### src/rtl/pipeline_pkg.sv
// Shared pipeline definitions for the decode-stage hazard logic.
// Contents: destination-tracker slot type, tracker depth, register-zero constant.
package pipeline_pkg;

    localparam int unsigned NUM_TRACK_SLOTS = 3;
    localparam logic [4:0]  REG_ZERO        = 5'd0;

    // Tracker positions, oldest last.
    localparam int unsigned SLOT_IX  = 0;
    localparam int unsigned SLOT_MEM = 1;
    localparam int unsigned SLOT_WB  = 2;

    typedef struct packed {
        logic       valid;
        logic [4:0] dest;
        logic       is_load;
    } slot_t;

    localparam slot_t SLOT_EMPTY = '0;

endpackage

### src/rtl/hazard_slot_match.sv
// Compares one source register of the decoding instruction against one tracker slot.
// Ports:
//   slot   in  tracker slot contents (valid, dest, is_load)
//   src    in  source register number
//   used   in  instruction actually reads src
//   hit    out slot will write src; register 0 never matches
module hazard_slot_match
    import pipeline_pkg::*;
(
    input  slot_t      slot,
    input  logic [4:0] src,
    input  logic       used,
    output logic       hit
);

    logic unused_load;

    assign unused_load = slot.is_load;
    assign hit = used && slot.valid && (slot.dest == src) && (src != REG_ZERO);

endmodule

### src/rtl/id_hazard_unit.sv
// Decode-stage RAW hazard detector with a 3-deep destination tracker (IX, MEM, WB).
// State advances on the falling clock edge, in step with the pipeline registers.
// Optional feature: define HAZARD_FORWARDING_EN to stall only on load-use in IX;
// without it any pending writer of a source register stalls decode.
// Ports:
//   clk, rst               clock (falling-edge state), async active-high reset
//   id_valid               decode holds a real instruction
//   rs_in, rt_in           source registers; uses_rs / uses_rt qualify them
//   dest_in                resolved destination; write_to_reg_in, is_load_in qualify it
//   flush_in               kill the instruction in decode (wins over stall)
//   stall_out              freeze PC, IF/ID and ID/IX
//   stall_cycles           saturating count of stalled cycles since reset
module id_hazard_unit
    import pipeline_pkg::*;
(
    input  logic        clk,
    input  logic        rst,
    input  logic        id_valid,
    input  logic [4:0]  rs_in,
    input  logic [4:0]  rt_in,
    input  logic        uses_rs,
    input  logic        uses_rt,
    input  logic [4:0]  dest_in,
    input  logic        write_to_reg_in,
    input  logic        is_load_in,
    input  logic        flush_in,
    output logic        stall_out,
    output logic [15:0] stall_cycles
);

    slot_t                      trk_q [NUM_TRACK_SLOTS];
    slot_t                      trk_d [NUM_TRACK_SLOTS];
    logic [15:0]                stall_cycles_q;
    logic [15:0]                stall_cycles_d;
    logic [NUM_TRACK_SLOTS-1:0] rs_hit;
    logic [NUM_TRACK_SLOTS-1:0] rt_hit;
    logic                       any_hazard;

    for (genvar s = 0; s < NUM_TRACK_SLOTS; s++) begin : g_match
        hazard_slot_match u_rs_match (
            .slot (trk_q[s]),
            .src  (rs_in),
            .used (uses_rs),
            .hit  (rs_hit[s])
        );
        hazard_slot_match u_rt_match (
            .slot (trk_q[s]),
            .src  (rt_in),
            .used (uses_rt),
            .hit  (rt_hit[s])
        );
    end

    always_comb begin
        any_hazard = 1'b0;
`ifdef HAZARD_FORWARDING_EN
        // Older producers are forwarded; only a load still in IX has no data yet.
        any_hazard = (rs_hit[SLOT_IX] || rt_hit[SLOT_IX]) && trk_q[SLOT_IX].is_load;
`else
        any_hazard = |(rs_hit | rt_hit);
`endif
    end

    assign stall_out    = id_valid && !flush_in && any_hazard;
    assign stall_cycles = stall_cycles_q;

    always_comb begin
        for (int unsigned i = 1; i < NUM_TRACK_SLOTS; i++) begin
            trk_d[i] = trk_q[i-1];
        end
        // A stalled or flushed instruction leaves a bubble, so a stall drains itself.
        trk_d[SLOT_IX] = SLOT_EMPTY;
        if (id_valid && !stall_out && !flush_in && write_to_reg_in && (dest_in != REG_ZERO)) begin
            trk_d[SLOT_IX].valid   = 1'b1;
            trk_d[SLOT_IX].dest    = dest_in;
            trk_d[SLOT_IX].is_load = is_load_in;
        end

        stall_cycles_d = stall_cycles_q;
        if (stall_out && (stall_cycles_q != '1)) begin
            stall_cycles_d = stall_cycles_q + 16'd1;
        end
    end

    always_ff @(negedge clk or posedge rst) begin
        if (rst) begin
            for (int unsigned i = 0; i < NUM_TRACK_SLOTS; i++) begin
                trk_q[i] <= SLOT_EMPTY;
            end
            stall_cycles_q <= '0;
        end else begin
            for (int unsigned i = 0; i < NUM_TRACK_SLOTS; i++) begin
                trk_q[i] <= trk_d[i];
            end
            stall_cycles_q <= stall_cycles_d;
        end
    end

endmodule

### config.mk
export PLATFORM = sky130hd
export DESIGN_NAME = id_hazard_unit
export DESIGN_NICKNAME = d
export VERILOG_FILES = /design/src/rtl/pipeline_pkg.sv /design/src/rtl/hazard_slot_match.sv /design/src/rtl/id_hazard_unit.sv
export SDC_FILE = /design/constraint.sdc
export NUM_CORES = 1
export LEC_CHECK = 0
export CAP_MARGIN = 0
export CORE_MARGIN = 4
export CORE_UTILIZATION = 40
export CTS_BUF_LIST = sky130_fd_sc_hd__clkbuf_8 sky130_fd_sc_hd__clkbuf_16
export DETAILED_ROUTE_END_ITERATION = 10
export HOLD_SLACK_MARGIN = 0.08
export PLACE_DENSITY = 0.69
export SYNTH_ARGS = -nofsm -noshare
export SYNTH_HDL_FRONTEND = slang
export SYNTH_SLANG_ARGS = --single-unit
### constraint.sdc
create_clock -name clk -period 2.3 [get_ports clk]
set_input_delay 0.46 -clock clk [delete_from_list [all_inputs] [get_ports clk]]
set_output_delay 0.46 -clock clk [all_outputs]
set_load 0.05 [all_outputs]
==> results.sh, run 1 <==
export IMPL_outcome="finished with violations"
export IMPL_violations="negative setup slack"
export IMPL_p_per_area_nw_per_um2=449.4
export IMPL_gp_congestion=0.8978
export IMPL_final_hold_violation_count=0
export IMPL_cts_root_buf="clkbuf_8"
export IMPL_port_buffers=38
export IMPL_std_cell_rows=22
export IMPL_relSlewSlack=0.7901
export IMPL_drv_slew=0
export IMPL_wirelength_mm=5.096
export IMPL_async_flop_share=1.000
export IMPL_reg2regPathDepth=15
export IMPL_hold_path_depth=0
export IMPL_synth_compound_area_share=0.03673
export IMPL_ys_seq_elements=34
export IMPL_synthXorXnorAreaFrac=0.2410
export IMPL_core_area_sq_um=3799
export IMPL_grt_pass1_vias=1639
export IMPL_track_usage=0.2050
export IMPL_dp_final_hpwl_mm=3.142
export IMPL_holdPathEnd="trk_q[6]"
export IMPL_rsz0062_at_grt="true"
export IMPL_setup_ws_ns=-1.430
export IMPL_worstReg2RegEnd="trk_d[9]"
export IMPL_wl_per_cell_um=17.39
export IMPL_drive_gt1_frac=0.5143
export IMPL_nFillCells=206
export IMPL_critical_path_class="reg -> out"
export IMPL_power_leakage_nw=1.602
export IMPL_grt_antenna_before_repair=0
export IMPL_synthAdderAreaFrac=0.007651
export IMPL_critPathLaunch="trk_q[2]"
export IMPL_cts_buffers=5
export IMPL_worstMarginPinSlew_ns=0.3115
export IMPL_maxCapViolCount=0
export IMPL_dieArea_sq_um=5175
export IMPL_required_ns=1.84
export IMPL_tns_ns=-31.74
export IMPL_synth_area_sq_um=1635
export IMPL_cts_sinks=34
export IMPL_ir_drop_uv=328.7
export IMPL_startpoint_type="flop"
export IMPL_area_growth_pct=88.98
export IMPL_path_clk_slew_ns=0.05
export IMPL_synth_cell_types=27
export IMPL_cp_max_fo=2
export IMPL_vias_per_cell=5.096
export IMPL_ys_flop_type="dfrtn_1"
export IMPL_die_x_um=71.94
export IMPL_hold_path_startpoint="trk_d[6]"
export IMPL_setup_viol=39
export IMPL_synth_top_family_by_area="XOR/XNOR gates"
export IMPL_start_util=0.4305
export IMPL_ant_nets=0
export IMPL_diodes=0
export IMPL_regToRegStartpoint="trk_q[2]"
export IMPL_yosys_area_share_simple=0.1798
export IMPL_cp_end_kind="output pin"
export IMPL_whs_ns=0.3455
export IMPL_syn_inst=142
export IMPL_synth_edf_count=0
export IMPL_fin_nets=269
export IMPL_ios=40
export IMPL_grt_first_pass_wirelength_mm=7.997
export IMPL_ys_warn_count=0
export IMPL_cts_hold_buf=0
export IMPL_htreeDepth=2
export IMPL_clk_latency_ns=0.30
export IMPL_drt_first_iter_violations=56
export IMPL_layout_common_cells="buf_4, dfrtn_1, xor2_1"
export IMPL_first_pass_iters=4
export IMPL_hold_class="reg -> reg"
export IMPL_muxShareOfSynthArea=0.006886
export IMPL_r2r_setup_slack_ns=-0.37
export IMPL_cts_tree="done"
export IMPL_drc_errors=0
export IMPL_clock_path_buffers=2
export IMPL_synth_nets=166
export IMPL_layout_commonest_cell="buf_4"
export IMPL_avgSynthCellArea_sq_um=11.52
export IMPL_gr_total_overflow=0
export IMPL_arrival_ns=3.27
export IMPL_num_vias=1493
export IMPL_grt_max_degree=35
export IMPL_dp_slack_ns=-1.738
export IMPL_die_height_um=71.94
export IMPL_seq_area_frac_synth=0.5203
export IMPL_fin_skew_ns=0.005303
-- critical path, cell delays in order, from the launching register on --
cell and delay [ns]:
dfrtn_1 0.36, buf_4 0.14, xor2_1 0.13, nor4_1 0.23
nand3_1 0.16, a31o_2 0.27, and2_4 0.17, buf_6 0.11
nor2b_4 0.12, buf_12 0.14
-- power by group --
| part | leakage, nW | total, mW | switching, mW | internal, mW |
|---|---|---|---|---|
| Sequential | 0.464 | 0.627 | 0.0119 | 0.615 |
| Clock | 0.0573 | 0.562 | 0.215 | 0.346 |
| Combinational | 1.08 | 0.200 | 0.0876 | 0.112 |
| Total | 1.60 | 1.39 | 0.315 | 1.07 |
-- cells by family after synthesis --
logic type	after synthesis
buffers and inverters	3
XOR/XNOR	45
AO/OA/AOI/OAI	8
AND/OR/NAND/NOR	50
adder cells (fa/ha/maj)	1
flip-flops	34
multiplexers	1
-- sequential cells by signal (all words and copies together) (netlist names) --
register and count:
trk_q 6, trk_d 12, stall_cycles 16
-- routing by layer --
layer | part of all wire | wire length, um | track usage
met2 | 0.54 | 2737 | 0.3653
met5 | 0 | 0 | 0
met3 | 0.031 | 160 | 0.05263
met1 | 0.41 | 2099 | 0.2390
met4 | 0.019 | 98 | 0.06889
-- cells in the mapped netlist, types with 3 or more instances --
cell type  count  share of area
xnor2_1       10          0.054
xor2_1        35           0.19
nand2_1        5          0.011
nor3_1         3         0.0092
and2_1         6          0.023
dfrtn_1       34           0.52
nand3_1        7          0.021
nor3b_1        3          0.014
nor4_1         7          0.027
nor2_1         5          0.011
and3_1         4          0.015
or4_1          3          0.014
-- final cells by class --
type	instances	area (sq um)	share of cell area
clock inverter	1	30.03	0.009717
sequential	34	850.8	0.2753
clock buffer	6	82.58	0.02672
multi-input combinational	105	987.2	0.3194
inverter	2	7.507	0.002429
timing repair buffer	97	1072	0.3470
tap	48	60.06	0.01943
-- worst max-delay path by stage --
| stage | slack [ns] | end |
|---|---|---|
| finish | -1.43 | stall_out |
| detailed placement | -1.74 | stall_cycles[13] |
| CTS | -1.38 | stall_out |
| floorplan | -1.02 | stall_cycles[13] |
| global route | -1.50 | stall_out |
| global placement | -1.66 | stall_cycles[11] |
-- per-stage QoR --
step,instances,power [mW],instance area (sq um),util
after floorplan,142,0.7001,1705,-
after global placement,259,0.8010,2570,0.6765
after detailed placement,259,0.8073,2570,0.6765
after CTS,288,1.372,2967,0.7810
after global routing,293,1.438,3090,0.8136
final,293,1.389,3090,0.8136
-- repair_timing --
action                                  in CTS  in global routing
endpoints found under the setup margin      39                 39
buffers inserted                            21                  5
pin swaps                                   31                  8
cloned                                       1                  0
gates resized for setup                     78                 18
(Power assumes the default switching activity.)
==> run 2, diff against run 1 <==
Settings changed: RECOVER_POWER set to 25, SKIP_CTS_REPAIR_TIMING set to 1.
==> results.sh, run 2 (synthesized netlist as in run 1, its figures left out) <==
export IMPL_core_area_sq_um=3799
export IMPL_violations="negative setup slack"
export IMPL_grt_first_pass_wirelength_mm=6.996
export IMPL_holdPathEnd="trk_d[6]"
export IMPL_startpoint_type="flop"
export IMPL_rsz0062_at_grt="true"
export IMPL_fin_nets=259
export IMPL_dieArea_sq_um=5175
export IMPL_multi_input_comb_area_sq_um=937.1
export IMPL_grt_antenna_before_repair=0
export IMPL_hold_path_depth=0
export IMPL_ant_nets=0
export IMPL_wl_per_cell_um=16.19
export IMPL_die_height_um=71.94
export IMPL_diodes=0
export IMPL_clk_latency_ns=0.29
export IMPL_cts_sinks=34
export IMPL_tns_ns=-25.90
export IMPL_post_route_util=0.7694
export IMPL_area_growth_pct=78.73
export IMPL_grt_pass1_vias=1474
export IMPL_cp_max_fo=3
export IMPL_r2r_setup_slack_ns=-0.26
export IMPL_setup_ws_ns=-1.485
export IMPL_relSlewSlack=0.7713
export IMPL_largest_register_ffs=16
export IMPL_critical_path_class="reg -> out"
export IMPL_ios=40
export IMPL_cts_buffers=5
export IMPL_layout_common_cells="buf_4, xor2_1, dfrtn_1"
export IMPL_path_clk_slew_ns=0.05
export IMPL_nFillCells=236
export IMPL_cts_tree="done"
export IMPL_gr_total_overflow=0
export IMPL_dp_final_hpwl_mm=3.142
export IMPL_hold_class="reg -> reg"
export IMPL_p_per_area_nw_per_um2=468.8
export IMPL_drc_errors=0
export IMPL_regArea_sq_um=850.8
export IMPL_gp_congestion=0.8978
export IMPL_maxCapViolCount=0
export IMPL_hold_path_startpoint="trk_d[13]"
export IMPL_setup_viol=39
export IMPL_port_buffers=38
export IMPL_grt_max_degree=35
export IMPL_worstReg2RegEnd="stall_cycles[13]"
export IMPL_start_util=0.4305
export IMPL_top_layer="met4"
export IMPL_power_leakage_nw=1.499
export IMPL_drt_first_iter_violations=63
export IMPL_reg2regPathDepth=8
export IMPL_m1WireLength_mm=1.913
export IMPL_dpl_cell_count=259
export IMPL_vias_per_cell=5.039
export IMPL_track_usage=0.1755
export IMPL_std_cell_rows=22
export IMPL_cts_root_buf="clkbuf_8"
export IMPL_final_hold_violation_count=0
export IMPL_cp_end_kind="output pin"
export IMPL_layout_commonest_cell="buf_4"
export IMPL_worstMarginPinSlew_ns=0.3400
export IMPL_route_met2_wl_mm=2.372
export IMPL_wirelength_mm=4.582
export IMPL_drive_gt1_frac=0.4638
export IMPL_arrival_ns=3.32
export IMPL_fin_skew_ns=0.004727
export IMPL_die_x_um=71.94
export IMPL_final_cells=283
export IMPL_clock_path_buffers=2
export IMPL_regToRegStartpoint="trk_d[3]"
export IMPL_num_vias=1426
export IMPL_ir_drop_uv=339.6
export IMPL_outcome="finished with violations"
export IMPL_whs_ns=0.3519
export IMPL_htreeDepth=2
export IMPL_first_pass_iters=4
export IMPL_wl_met3_um=178
export IMPL_drv_slew=0
export IMPL_required_ns=1.84
run 2: worst max-delay path: stages (launching register included):
cell and delay [ns]:
dfrtn_1 0.47, xor2_1 0.11, nor4_1 0.37, nand3_1 0.14, a31o_2 0.28, and2_4 0.15
buf_6 0.11, nor2b_4 0.12, buf_12 0.14
run 2: layout make-up:
cell class	instances	share of cell area
well taps	48	0.02055
inverters	2	0.002568
repair buffers	87	0.3266
clock buffers	6	0.02825
clock inverters	1	0.01027
multi-input cells	105	0.3206
flip-flops and latches	34	0.2911
run 2: through the flow:
stage	setup WS (ns)	area, sq um	total power, mW
final	-1.485	2923	1.370
after global routing	-1.535	2923	1.422
after CTS	-1.506	2683	1.356
after detailed placement	-1.738	2570	0.8073
after global placement	-1.655	2570	0.8010
after floorplan	-1.020	1705	0.7001
run 2: worst max-delay path by stage:
stage / depth (start not counted) / slack, ns / start / endpoint
after detailed placement: 8 / -1.74 / rt_in[3] / stall_cycles[13]
after global placement: 8 / -1.66 / rt_in[4] / stall_cycles[11]
after global routing: 8 / -1.53 / trk_q[5] / stall_out
after floorplan: 7 / -1.02 / rt_in[1] / stall_cycles[13]
after CTS: 8 / -1.51 / rt_in[2] / stall_cycles[7]
final: 8 / -1.48 / trk_d[3] / stall_out
run 2: power by group:
group          switching, mW  internal (mW)
registers             0.0116          0.615
logic                 0.0822          0.104
clock network          0.211          0.346
total                  0.305           1.07
run 2: metal layers:
layer,vias to the layer above,global-route usage
met1,698,0.2178
met5,-,0
met3,14,0.04709
met2,40,0.2959
met4,0,0.05846
li1,674,-
==> run 3, diff against run 2 <==
Settings changed: CELL_PAD_IN_SITES_DETAIL_PLACEMENT set to 0, CELL_PAD_IN_SITES_GLOBAL_PLACEMENT set to 1, CORE_UTILIZATION 40 to 38, PLACE_DENSITY 0.69 to 0.81.
==> results.sh, run 3 (synthesized netlist as in run 1, its figures left out) <==
export IMPL_outcome="finished with violations"
export IMPL_violations="negative setup slack"
export IMPL_cts_buffers=5
export IMPL_p_per_area_nw_per_um2=481.0
export IMPL_cts_tree="done"
export IMPL_maxCapViolCount=0
export IMPL_track_usage=0.1622
export IMPL_p_total_mw=1.340
export IMPL_grt_pass1_vias=1384
export IMPL_layout_common_cells="buf_4, xor2_1, dfrtn_1"
export IMPL_rsz0062_at_grt="true"
export IMPL_setup_ws_ns=-1.352
export IMPL_setup_viol=39
export IMPL_grt_first_pass_wirelength_mm=6.665
export IMPL_arrival_ns=3.19
export IMPL_relSlewSlack=0.7707
export IMPL_gr_total_overflow=0
export IMPL_drt_first_iter_violations=63
export IMPL_dieArea_sq_um=5417
export IMPL_critical_path_class="reg -> out"
export IMPL_grt_max_degree=35
export IMPL_first_pass_iters=4
export IMPL_drc_errors=0
export IMPL_ant_nets=0
export IMPL_cp_end_kind="output pin"
export IMPL_hold_path_startpoint="trk_d[6]"
export IMPL_regToRegStartpoint="trk_d[3]"
export IMPL_area_growth_pct=70.39
export IMPL_diodes=0
export IMPL_drv_slew=0
export IMPL_path_clk_slew_ns=0.05
export IMPL_largest_register_ffs=16
export IMPL_final_hold_violation_count=0
export IMPL_wl_per_cell_um=14.85
export IMPL_power_leakage_nw=1.399
export IMPL_cts_sinks=34
export IMPL_startpoint_type="flop"
export IMPL_ios=40
export IMPL_fin_skew_ns=0.001612
export IMPL_die_height_um=73.60
export IMPL_wirelength_mm=4.142
export IMPL_dp_final_hpwl_mm=3.176
export IMPL_htreeDepth=2
export IMPL_gp_congestion=0.9440
export IMPL_die_x_um=73.60
export IMPL_grt_antenna_before_repair=0
export IMPL_vias_per_cell=4.864
export IMPL_core_area_sq_um=4086
export IMPL_fin_area_sq_um=2786
export IMPL_worstMarginPinSlew_ns=0.3439
export IMPL_placed_area_sq_um=2545
export IMPL_clock_path_buffers=2
export IMPL_nFillCells=316
export IMPL_std_cell_rows=23
export IMPL_required_ns=1.84
export IMPL_port_buffers=38
export IMPL_hold_class="reg -> reg"
export IMPL_critPathLaunch="trk_d[8]"
export IMPL_cp_max_fo=3
export IMPL_ir_drop_uv=364.1
export IMPL_num_vias=1357
export IMPL_drive_gt1_frac=0.4410
export IMPL_clk_latency_ns=0.29
export IMPL_cts_root_buf="clkbuf_8"
export IMPL_start_util=0.4002
export IMPL_layout_commonest_cell="buf_4"
export IMPL_fin_nets=252
==> run 3: cell types whose count changed in the layout (fill, tap and decap cells not counted), moves of 2 or more <==
cell        before  now
or4_1            1    3
and2_1           4    2
nor3_4           2    0
buf_2            1    3
nor3_2           1    3
and2_4           2    4
or4_4            2    0
buf_6            9    2
clkinvlp_4       0    2
==> run 3: final cells by class <==
class,instances,area (sq um),share of cell area
flip-flops and latches,34,850.8,0.3053
clock buffers,5,68.82,0.02470
well taps,50,62.56,0.02245
repair buffers,80,847.1,0.3040
multi-input cells,105,904.6,0.3247
inverters,2,7.507,0.002694
clock inverters,3,45.04,0.01617
==> run 3: metal layers <==
layer	GRT usage	routed length, um
met1	0.2108	1811
met2	0.2707	2191
met3	0.02873	106
met4	0.05634	34
met5	0	0
==> run 3: final timing paths <==
path	end	slack, ns	depth (start not counted)
max	stall_out	-1.35	9
min	trk_q[6]	0.34	0
max reg2reg	stall_cycles[13]	-0.11	8
min reg2reg	trk_q[6]	0.34	0
max in group asynchronous	trk_q[1]	0.54	3
min in group asynchronous	stall_cycles[5]	1.55	3
==> run 3: critical path: stages, from the launching register on <==
cell and delay, ns:
dfrtn_1 0.36, buf_4 0.14, xor2_1 0.15, nor4_1 0.20, and3_1 0.26, o31ai_4 0.09, and2_4 0.17, buf_6 0.11
nor2b_4 0.13, buf_12 0.14
==> run 3: report_power, final <==
group          total, mW  internal [mW]  switching, mW
Clock              0.547          0.322          0.224
Combinational      0.165         0.0907         0.0747
Sequential         0.628          0.614         0.0138
==> run 3: per-stage QoR <==
step                setup TNS [ns]  std cells  worst slack (ns)  hold slack [ns]    util
finish                      -22.88        279            -1.352           0.3402  0.6819
global route                -24.86        279            -1.457           0.3656  0.6819
CTS                         -31.95        267            -1.420           0.3471  0.6506
detailed placement          -34.48        259            -1.696           0.3474  0.6228
global placement            -34.18        259            -1.654           0.3532  0.6228
floorplan                   -18.52        142            -1.020           0.3266       -
